`src/rtl/pb_sched_pkg.sv`:
```
// Shared types and constants for the PB job scheduler and the PB checkers.
package pb_sched_pkg;

   typedef enum logic [1:0] {IDLE, START, WAIT_IRQ, DONE} sched_state_e;

   localparam logic [1:0] ST_OK      = 2'b00;
   localparam logic [1:0] ST_BAD_SEL = 2'b01;
   localparam logic [1:0] ST_TIMEOUT = 2'b10;

   localparam logic [3:0] OP0 = 4'h0;
   localparam logic [3:0] OP1 = 4'h1;
   localparam logic [3:0] OP2 = 4'h2;

endpackage

```
`src/rtl/pb_job_sched_if.sv`:
```
// Requester descriptor/completion bus plus PB config port; the master is the scheduler.
interface pb_job_sched_if #(parameter int NUM_REQ = 2);

   logic [NUM_REQ-1:0]       req_valid;
   logic [NUM_REQ-1:0]       req_ready;
   logic [NUM_REQ-1:0][31:0] req_addr_in;
   logic [NUM_REQ-1:0][31:0] req_addr_out;
   logic [NUM_REQ-1:0][3:0]  req_byte_cnt;
   logic [NUM_REQ-1:0][3:0]  req_data_sel;
   logic [NUM_REQ-1:0]       req_crc_en;
   logic [NUM_REQ-1:0][7:0]  req_crc_val;

   logic                     pb_start;
   logic [31:0]              pb_addr_in;
   logic [31:0]              pb_addr_out;
   logic [3:0]               pb_byte_cnt;
   logic [3:0]               pb_data_sel;
   logic                     pb_crc_en;
   logic [7:0]               pb_crc_val;
   logic                     pb_irq;

   logic [NUM_REQ-1:0]       done_valid;
   logic [1:0]               done_status;

   modport master (
      input  req_valid, req_addr_in, req_addr_out, req_byte_cnt, req_data_sel,
             req_crc_en, req_crc_val, pb_irq,
      output req_ready, pb_start, pb_addr_in, pb_addr_out, pb_byte_cnt,
             pb_data_sel, pb_crc_en, pb_crc_val, done_valid, done_status
   );

   modport slave (
      output req_valid, req_addr_in, req_addr_out, req_byte_cnt, req_data_sel,
             req_crc_en, req_crc_val, pb_irq,
      input  req_ready, pb_start, pb_addr_in, pb_addr_out, pb_byte_cnt,
             pb_data_sel, pb_crc_en, pb_crc_val, done_valid, done_status
   );

endinterface

```
`src/rtl/pb_rr_arbiter.sv`:
```
// Combinational round-robin arbiter: first request at or above rr_ptr, with wrap.
module pb_rr_arbiter #(
   parameter  int NUM_REQ = 2,
   localparam int IDX_W   = $clog2(NUM_REQ)
) (
   input  logic [NUM_REQ-1:0] req,
   input  logic [IDX_W-1:0]   rr_ptr,
   output logic [NUM_REQ-1:0] gnt_oh,
   output logic [IDX_W-1:0]   gnt_idx
);

   // One spare bit so rr_ptr + i cannot overflow before the wrap subtract.
   logic [IDX_W:0] k;
   logic           found;

   always_comb begin
      gnt_oh  = '0;
      gnt_idx = '0;
      found   = 1'b0;
      k       = '0;
      for (int i = 0; i < NUM_REQ; i++) begin
         k = {1'b0, rr_ptr} + (IDX_W+1)'(i);
         if (k >= (IDX_W+1)'(NUM_REQ))
            k = k - (IDX_W+1)'(NUM_REQ);
         if (!found && req[k[IDX_W-1:0]]) begin
            found                  = 1'b1;
            gnt_oh[k[IDX_W-1:0]]   = 1'b1;
            gnt_idx                = k[IDX_W-1:0];
         end
      end
   end

endmodule

```
`src/rtl/pb_job_sched.sv`:
```
// PB job scheduler: round-robin descriptor intake, PB config/start, completion return.
// Optional watchdog in WAIT_IRQ enabled by defining PB_SCHED_TIMEOUT_EN.
module pb_job_sched
   import pb_sched_pkg::*;
#(
   parameter int NUM_REQ        = 2,
   parameter int TIMEOUT_CYCLES = 1024
) (
   input  logic            clk,
   input  logic            reset,
   pb_job_sched_if.master  bus,
   output logic            busy
);

   localparam int IDX_W = $clog2(NUM_REQ);

   sched_state_e       state;
   logic [IDX_W-1:0]   rr_ptr;
   logic [IDX_W-1:0]   grant_id;
   logic [IDX_W-1:0]   gnt_idx;
   logic [NUM_REQ-1:0] gnt_oh;
   logic               accept;
   logic               to_expire;

   pb_rr_arbiter #(.NUM_REQ(NUM_REQ)) u_arb (
      .req     (bus.req_valid),
      .rr_ptr  (rr_ptr),
      .gnt_oh  (gnt_oh),
      .gnt_idx (gnt_idx)
   );

   assign bus.req_ready = (state == IDLE && !reset) ? gnt_oh : '0;
   assign accept        = |bus.req_ready;
   assign busy          = (state != IDLE);

`ifdef PB_SCHED_TIMEOUT_EN
   localparam int TO_W = $clog2(TIMEOUT_CYCLES);

   logic [TO_W-1:0] to_cnt;

   // Held at zero outside WAIT_IRQ, so it is clear on every entry.
   always_ff @(posedge clk) begin
      if (reset || state != WAIT_IRQ)
         to_cnt <= '0;
      else if (to_cnt != '1)
         to_cnt <= to_cnt + 1'b1;
   end

   assign to_expire = (to_cnt == TO_W'(TIMEOUT_CYCLES - 1));
`else
   assign to_expire = 1'b0;
`endif

   always_ff @(posedge clk) begin
      if (reset) begin
         state           <= IDLE;
         rr_ptr          <= '0;
         grant_id        <= '0;
         bus.pb_start    <= 1'b0;
         bus.pb_addr_in  <= '0;
         bus.pb_addr_out <= '0;
         bus.pb_byte_cnt <= '0;
         bus.pb_data_sel <= '0;
         bus.pb_crc_en   <= 1'b0;
         bus.pb_crc_val  <= '0;
         bus.done_valid  <= '0;
         bus.done_status <= ST_OK;
      end else begin
         bus.pb_start   <= 1'b0;
         bus.done_valid <= '0;
         case (state)
            IDLE: begin
               if (accept) begin
                  grant_id        <= gnt_idx;
                  bus.pb_addr_in  <= bus.req_addr_in[gnt_idx];
                  bus.pb_addr_out <= bus.req_addr_out[gnt_idx];
                  bus.pb_byte_cnt <= bus.req_byte_cnt[gnt_idx];
                  bus.pb_data_sel <= bus.req_data_sel[gnt_idx];
                  bus.pb_crc_en   <= bus.req_crc_en[gnt_idx];
                  bus.pb_crc_val  <= bus.req_crc_val[gnt_idx];
                  // Illegal select completes straight away; PB never sees it.
                  if (bus.req_data_sel[gnt_idx] > OP2) begin
                     bus.done_status <= ST_BAD_SEL;
                     bus.done_valid  <= gnt_oh;
                     state           <= DONE;
                  end else begin
                     bus.pb_start <= 1'b1;
                     state        <= START;
                  end
               end
            end
            START: state <= WAIT_IRQ;
            WAIT_IRQ: begin
               if (bus.pb_irq) begin
                  bus.done_status <= ST_OK;
                  bus.done_valid  <= NUM_REQ'(1) << grant_id;
                  state           <= DONE;
               end else if (to_expire) begin
                  bus.done_status <= ST_TIMEOUT;
                  bus.done_valid  <= NUM_REQ'(1) << grant_id;
                  state           <= DONE;
               end
            end
            DONE: begin
               rr_ptr <= (grant_id == IDX_W'(NUM_REQ - 1)) ? '0 : grant_id + 1'b1;
               state  <= IDLE;
            end
            default: state <= IDLE;
         endcase
      end
   end

endmodule
```
`src/flat_wrapper.sv`:
```
// flat-port wrapper written by rule: the top's interface ports become plain ports
module pb_job_sched_flat import pb_sched_pkg::*;
#(
   parameter int NUM_REQ        = 2,
   parameter int TIMEOUT_CYCLES = 1024
)
  (clk, reset, busy, bus_req_valid, bus_req_addr_in, bus_req_addr_out, bus_req_byte_cnt, bus_req_data_sel, bus_req_crc_en, bus_req_crc_val, bus_pb_irq, bus_req_ready, bus_pb_start, bus_pb_addr_in, bus_pb_addr_out, bus_pb_byte_cnt, bus_pb_data_sel, bus_pb_crc_en, bus_pb_crc_val, bus_done_valid, bus_done_status);
  pb_job_sched_if #(.NUM_REQ(NUM_REQ)) bus_i ();
  input  logic clk;
  input  logic reset;
  output logic busy;
  input wire logic [$bits(bus_i.req_valid)-1:0] bus_req_valid;
  input wire logic [$bits(bus_i.req_addr_in)-1:0] bus_req_addr_in;
  input wire logic [$bits(bus_i.req_addr_out)-1:0] bus_req_addr_out;
  input wire logic [$bits(bus_i.req_byte_cnt)-1:0] bus_req_byte_cnt;
  input wire logic [$bits(bus_i.req_data_sel)-1:0] bus_req_data_sel;
  input wire logic [$bits(bus_i.req_crc_en)-1:0] bus_req_crc_en;
  input wire logic [$bits(bus_i.req_crc_val)-1:0] bus_req_crc_val;
  input wire logic [$bits(bus_i.pb_irq)-1:0] bus_pb_irq;
  output wire logic [$bits(bus_i.req_ready)-1:0] bus_req_ready;
  output wire logic [$bits(bus_i.pb_start)-1:0] bus_pb_start;
  output wire logic [$bits(bus_i.pb_addr_in)-1:0] bus_pb_addr_in;
  output wire logic [$bits(bus_i.pb_addr_out)-1:0] bus_pb_addr_out;
  output wire logic [$bits(bus_i.pb_byte_cnt)-1:0] bus_pb_byte_cnt;
  output wire logic [$bits(bus_i.pb_data_sel)-1:0] bus_pb_data_sel;
  output wire logic [$bits(bus_i.pb_crc_en)-1:0] bus_pb_crc_en;
  output wire logic [$bits(bus_i.pb_crc_val)-1:0] bus_pb_crc_val;
  output wire logic [$bits(bus_i.done_valid)-1:0] bus_done_valid;
  output wire logic [$bits(bus_i.done_status)-1:0] bus_done_status;
  assign bus_i.req_valid = bus_req_valid;
  assign bus_i.req_addr_in = bus_req_addr_in;
  assign bus_i.req_addr_out = bus_req_addr_out;
  assign bus_i.req_byte_cnt = bus_req_byte_cnt;
  assign bus_i.req_data_sel = bus_req_data_sel;
  assign bus_i.req_crc_en = bus_req_crc_en;
  assign bus_i.req_crc_val = bus_req_crc_val;
  assign bus_i.pb_irq = bus_pb_irq;
  assign bus_req_ready = bus_i.req_ready;
  assign bus_pb_start = bus_i.pb_start;
  assign bus_pb_addr_in = bus_i.pb_addr_in;
  assign bus_pb_addr_out = bus_i.pb_addr_out;
  assign bus_pb_byte_cnt = bus_i.pb_byte_cnt;
  assign bus_pb_data_sel = bus_i.pb_data_sel;
  assign bus_pb_crc_en = bus_i.pb_crc_en;
  assign bus_pb_crc_val = bus_i.pb_crc_val;
  assign bus_done_valid = bus_i.done_valid;
  assign bus_done_status = bus_i.done_status;
  pb_job_sched #(.NUM_REQ(NUM_REQ), .TIMEOUT_CYCLES(TIMEOUT_CYCLES)) u_core (.clk(clk), .reset(reset), .bus(bus_i), .busy(busy));
endmodule
```
`config.mk`:
```
export PLATFORM = sky130hd
export DESIGN_NAME = pb_job_sched_flat
export DESIGN_NICKNAME = d
export VERILOG_FILES = /design/src/rtl/pb_sched_pkg.sv /design/src/rtl/pb_job_sched_if.sv /design/src/rtl/pb_rr_arbiter.sv /design/src/rtl/pb_job_sched.sv /design/src/flat_wrapper.sv
export SDC_FILE = /design/constraint.sdc
export NUM_CORES = 1
export LEC_CHECK = 0
export CAP_MARGIN = 30
export CORE_AREA = 2 2 111 113
export DETAILED_ROUTE_END_ITERATION = 6
export DIE_AREA = 0 0 113 115
export PLACE_DENSITY = 0.8
export RECOVER_POWER = 50
export SLEW_MARGIN = 20
export SYNTH_ARGS = -nofsm -noshare
export SYNTH_HDL_FRONTEND = slang
export SYNTH_HIERARCHICAL = 1
export SYNTH_SLANG_ARGS = --single-unit
```
`constraint.sdc`:
```
create_clock -name clk -period 1.8 [get_ports clk]
set_input_delay 0.27 -clock clk [delete_from_list [all_inputs] [get_ports clk]]
set_output_delay 0.27 -clock clk [all_outputs]
set_load 0.05 [all_outputs]
```
Word-level counts from Yosys, hierarchy flattened
Index checks and enable logic that the tools add are counted.

Add/subtract/negate cells: 4. $mul: 0. Div/mod/pow operators: 0. $lt $le $gt $ge: 8. Equality and inequality tests: 6. Shift-type cells: 1. Muxes and demuxes: 42. Bitwise logic cells: 3. Reduce and logical (&&, ||, !) cells: 14.

Operators by type and width (count): two-way mux 32 bit (4); two-way mux 2 bit (12); two-way mux 4 bit (4); two-way mux 8 bit (2); two-way mux 1 bit (15); case mux 2 bit (2 select lines) (2); case mux 2 bit (4 select lines) (1); less-than comparator 1 x 2 -> 1 bit (second input constant) (3); == test 2 bit (second input constant) (2); > comparator 4 x 2 -> 1 bit (second input constant) (1); logical AND 1 bit (4); != test 2 bit (second input constant) (2); AND reduction 2 bit (2); AND reduction 4 bit (1); nonzero test 2 bit (2); OR reduction 3 bit (1); adder 1 x 1 -> 2 bit (second input constant) (1); demux 1 bit (select 1 bit) (2); == test 2 x 1 -> 1 bit (second input constant) (1); greater-or-equal comparator 1 bit (second input constant) (2); greater-or-equal comparator 1 x 2 -> 1 bit (second input constant) (1); greater-or-equal comparator 2 bit (second input constant) (1); zero test 1 bit (2); zero test 2 bit (1); 7 further kinds (9).

Register bits: 90. Latch bits: 0. RAM bits: 0. Memory bits (read-only): 0. Bits of input ports: 167. Output and inout bits: 89. Logic and storage cells: 90. Memories kept: 0.

Logic depth before layout (Yosys ltp)
Depth in word-level cells: 14. Depth in mapped cells: 8. Gate-level depth less buffers: 6.

By module
Netlist, hierarchy kept.

Modules (own cells, without submodules): pb_job_sched (times used 1, cells an instance 412, area an instance 4488.1 um^2, seq. area each 1781.7 um^2); pb_rr_arbiter (times used 1, cells an instance 4, area an instance 30.0 um^2, seq. area each 0.0 um^2).

Worst setup path after synthesis
OpenSTA, ideal clock, no wires.

Kind: register to register. Start point: reg u_core.state[1]. End point: reg u_core.state[0]. Library setup time: 0.095 ns. Arrival time: 1.424 ns. Required time: 1.705 ns. Setup slack: 0.281 ns. Cell stages (with the launch flop): 7. Buffers on the path: 0. Clock period less this slack: 1.519 ns. Cell sequence: dfxtp_1 inv_1 ha_1 inv_1 a21o_1 nand2_1 a221oi_1.

Longest elaborated chain between the ends: 6. Elaborated cells on any way between the ends: 11. Those cells by class: eq/ne: 5; mux: 2; reduce/logical: 4.

Ends and longest elaborated chain: from (decl) (line pb_job_sched.sv:17) `sched_state_e state;`; from (signal assigned) (line pb_job_sched.sv:56) `state <= IDLE;`; from (signal assigned) (line pb_job_sched.sv:85) `state <= DONE;`; from (signal assigned) (line pb_job_sched.sv:88) `state <= START;`; zero test 2 bit (line pb_job_sched.sv:32, pb_job_sched.sv:71); logical AND 1 bit (line pb_job_sched.sv:32) `assign bus.req_ready = (state == IDLE && !reset) ? gnt_oh : '0;`; two-way mux 2 bit (line pb_job_sched.sv:32); OR reduction 2 bit (line pb_job_sched.sv:33) `assign accept = |bus.req_ready;`; != test 2 x 1 -> 1 bit (no source line); AND reduction 2 bit (no source line).

Several ways; a longest one is shown, not always the timed one. A chain may end at the register's enable or synchronous reset.

Final worst setup path
Start point: reg u_core.bus.pb_addr_in[12]. End point: out bus_pb_addr_in[12].

RTL lines: from (decl) (line pb_job_sched_if.sv:28) `output req_ready, pb_start, pb_addr_in, pb_addr_out, pb_byte_cnt,`; from (signal assigned) (line pb_job_sched.sv:75) `bus.pb_addr_in <= bus.req_addr_in[gnt_idx];`; to (decl) (line flat_wrapper.sv:22) `output wire logic [$bits(bus_i.pb_addr_in)-1:0] bus_pb_addr_in;`.

No word-level cell between the ends.

==> results.yml <==
routing:
  first_iter_violations: 158
  wirelength_um: 12800
  avgRoutedWirePerCell_um: 15.7
  drc_errors: 19
  via_per_inst: 5.01
  dr.pass1.iters: 6
  num_vias: 4074
  detail-route-antenna-nets: 0
setup_path:
  end_kind: "output pin"
  worst-path-buf-inv: 1
  critical_path_class: "register to output pin"
  cp_max_fo: 2
  crit_chain: "clkdlybuf4s50_1"
  slowest_delay_ns: 0.83
  worst_ep_required_time_ns: 1.53
  crit_family: "buffers and inverters"
  rr_worst_depth: 6
  path_depth: 1
  crit_arrival_ns: 1.51
  crit_slowest_cell: "clkdlybuf4s50_1"
  start_kind: "register"
floorplan:
  ioPinCount: 256
  die_width_um: 113
  start_util_pct: 38.3
  die-area_um2: 13000
  rows: 40
  design.core.area_um2: 11800
  fp.dieH_um: 115
synthesis:
  yosysUniqueCellTypes: 33
  synthMuxAreaShare_pct: 18.4
  synthAdderAreaFrac_pct: 1.11
  syn_nets: 587
  synth_compound_area_share_pct: 24.7
  synth_top_family_by_area: "compound AO/OA/AOI/OAI gates"
  synth_edf_count: 0
  synth-simple-area-share_pct: 9.97
  syn_inst: 416
  ys.flop_type: "dfxtp_1"
  syn_area_per_cell_um2: 10.9
  synth_area_leaders: "dfxtp_1 (39%), a211oi_2 (22%), mux2i_1 (18%)"
  yosysWarnings: 6
  async_reset_ff_share_pct: 0
  syn_area_um2: 4520
  synth_top_area_share_pct: 39.4
  synth_xor_area_share_pct: 0
  ys_ff_latch: 89
  yosysTopAreaCell: "dfxtp_1"
  seq_area_frac_synth_pct: 39.4
status:
  violations: "design-rule violations"
  status: "finished, violations left"
clock_network:
  cts_sinks: 89
  cts_tree: "done"
  root_buffer: "clkbuf_16"
  path_clk_slew_ns: 0.06
  numCtsBuffers: 9
  ctsHoldBuffers: 0
  cts_buffer_depth: 2
  htree_levels: 3
  clock_latency_ns: 0.33
sta:
  hold_viol: 0
  finClkSkew_ns: 0.00430
  worst_pin_slew_ns: 0.540
  setup_viol: 0
  hold_slack_ns: 0.385
  maxSlewViolCount: 0
  post-route-period-util_pct: 98.7
  slew_headroom_pct: 63.0
  fmax_mhz: 563
  min_period_ns: 1.78
  tns_ns: 0
place:
  numPortBuffers: 254
  gp_congestion: 0.777
  placed_cell_area_um2: 7170
  hpwl_um: 9760
global_routing:
  grt_max_degree: 88
  grt_antenna_before_repair: 0
  grt_first_pass_wirelength_um: 19500
  grt_pass1_vias: 4167
  gr-usage-all-layers_pct: 18.6
  grt.overflow.total: 0
final_layout:
  nNetsFinal: 833
  register_area_um2: 1790
  layout_common_cells: "clkdlybuf4s50_1 (225), dfxtp_1 (86), mux2i_1 (83), a211oi_2 (78), nor2_1 (66)"
  syn_to_final_growth_pct: 68.3
  filler_cell_count: 976
  design_area_um2: 7600
  multiInputGateArea_um2: 2490
  drive_gt1_share_pct: 24.2
  diodes: 0
  layout_commonest_cell: "clkdlybuf4s50_1"
pwr:
  powerDensity_nw_per_um2: 1300
  seq_power_share_pct: 27.3
  total_power_mw: 9.88
  netSwitchingPower_mw: 4.08
  p_clk_share_pct: 20.7
  power.leakage_nw: 2.93
  internal_power_mw: 5.80
  vdd_drop_max_uv: 684
  pwr-share-comb_pct: 52.0
  p_sw_share_pct: 41.3
min_path:
  hp-class: "input pin to register"
  holdPathStages: 5
flow_run:
  max-cap-violations: 0
-- layer usage --
| layer | up-vias | GRT usage (%) | wire (um) |
|---|---|---|---|
| met5 | - | 0 | 0 |
| met1 | 1885 | 19.1 | 4810 |
| met2 | 175 | 35.0 | 6500 |
| li1 | 1992 | - | - |
| met3 | 22 | 5.85 | 1210 |
| met4 | 0 | 7.72 | 277 |
-- synthesized netlist by cell type, types with 2 or more instances --
library cell and count:
clkbuf_1 5, buf_4 14, dfxtp_1 89, nor2_2 20, buf_6 6, a21boi_1 2, a21oi_1 3, ha_1 4
a211oi_1 4, nor2_1 66, inv_1 6, buf_1 2, buf_2 10, a211oi_2 78, mux2i_1 83, nand2_1 5
and2_1 2, a22o_1 2
-- stage by stage --
| stage | worst slack, ns | util (%) | std cells |
|---|---|---|---|
| final | 0.0239 | 64.4 | 813 |
| after global routing | -0.00859 | 64.4 | 813 |
| after CTS | 0.00446 | 63.7 | 812 |
| after detailed placement | -0.262 | 60.7 | 797 |
| after global placement | -0.174 | 60.7 | 797 |
| after floorplan | 0.281 | - | 416 |
-- area by class of cell --
| class | count | share of cell area (%) |
|---|---|---|
| Clock inverter | 2 | 0.790 |
| Clock buffer | 13 | 3.55 |
| Inverter | 6 | 0.329 |
| Timing Repair Buffer | 273 | 36.7 |
| Tap cell | 147 | 2.42 |
| Sequential cell | 89 | 23.5 |
| Multi-Input combinational cell | 283 | 32.7 |
-- cells by family after synthesis --
group,after synthesis
fa+ha+maj,4
simple gates,99
buf+inv,44
mux,83
compound gates,96
flops,89
other cells,1
-- state kept, by name, indices dropped and copies added, names as in the netlist, 2 cells and up --
register and flops:
u_core/bus.pb_addr_in 32, u_core/bus.pb_addr_out 32, u_core/bus.pb_crc_val 8, u_core/bus.pb_byte_cnt 4, u_core/bus.pb_data_sel 4, u_core/bus.done_valid 2, u_core/state 2
-- repair_timing --
action	CTS	global route
gates resized for setup	7	25
setup buffers	0	1
endpoints found under the hold margin	0	0
endpoints found under the setup margin	2	52
gates cloned	0	0
pin swaps	1	0
-- power by group through the flow --
stage | logic [mW] | clock network [mW] | registers [mW]
final | 5.14 | 2.04 | 2.70
after global placement | 4.95 | 0 | 2.69
after global routing | 5.41 | 2.19 | 2.75
after floorplan | 2.05 | 0 | 4.14
after CTS | 5.11 | 2.10 | 2.69
after detailed placement | 5.06 | 0 | 2.72
-- worst min-delay path, cell delays in order --
cell and delay [ns]:
buf_4 0.11, nor2b_4 0.04, buf_6 0.11, nand2_1 0.07
nor2_1 0.05
-- path summary, 6_finish.rpt --
check | from | end | slack (ns)
setup reg to reg | u_core/rr_ptr | u_core/state[1] | 0.17
setup / recovery | u_core/bus.pb_addr_in[12] | bus_pb_addr_in[12] | 0.02
hold reg to reg | u_core/grant_id | u_core/grant_id | 0.48
hold / removal | reset | u_core/bus.pb_start | 0.39
No activity file was read; power rests on OpenSTA's default activity.
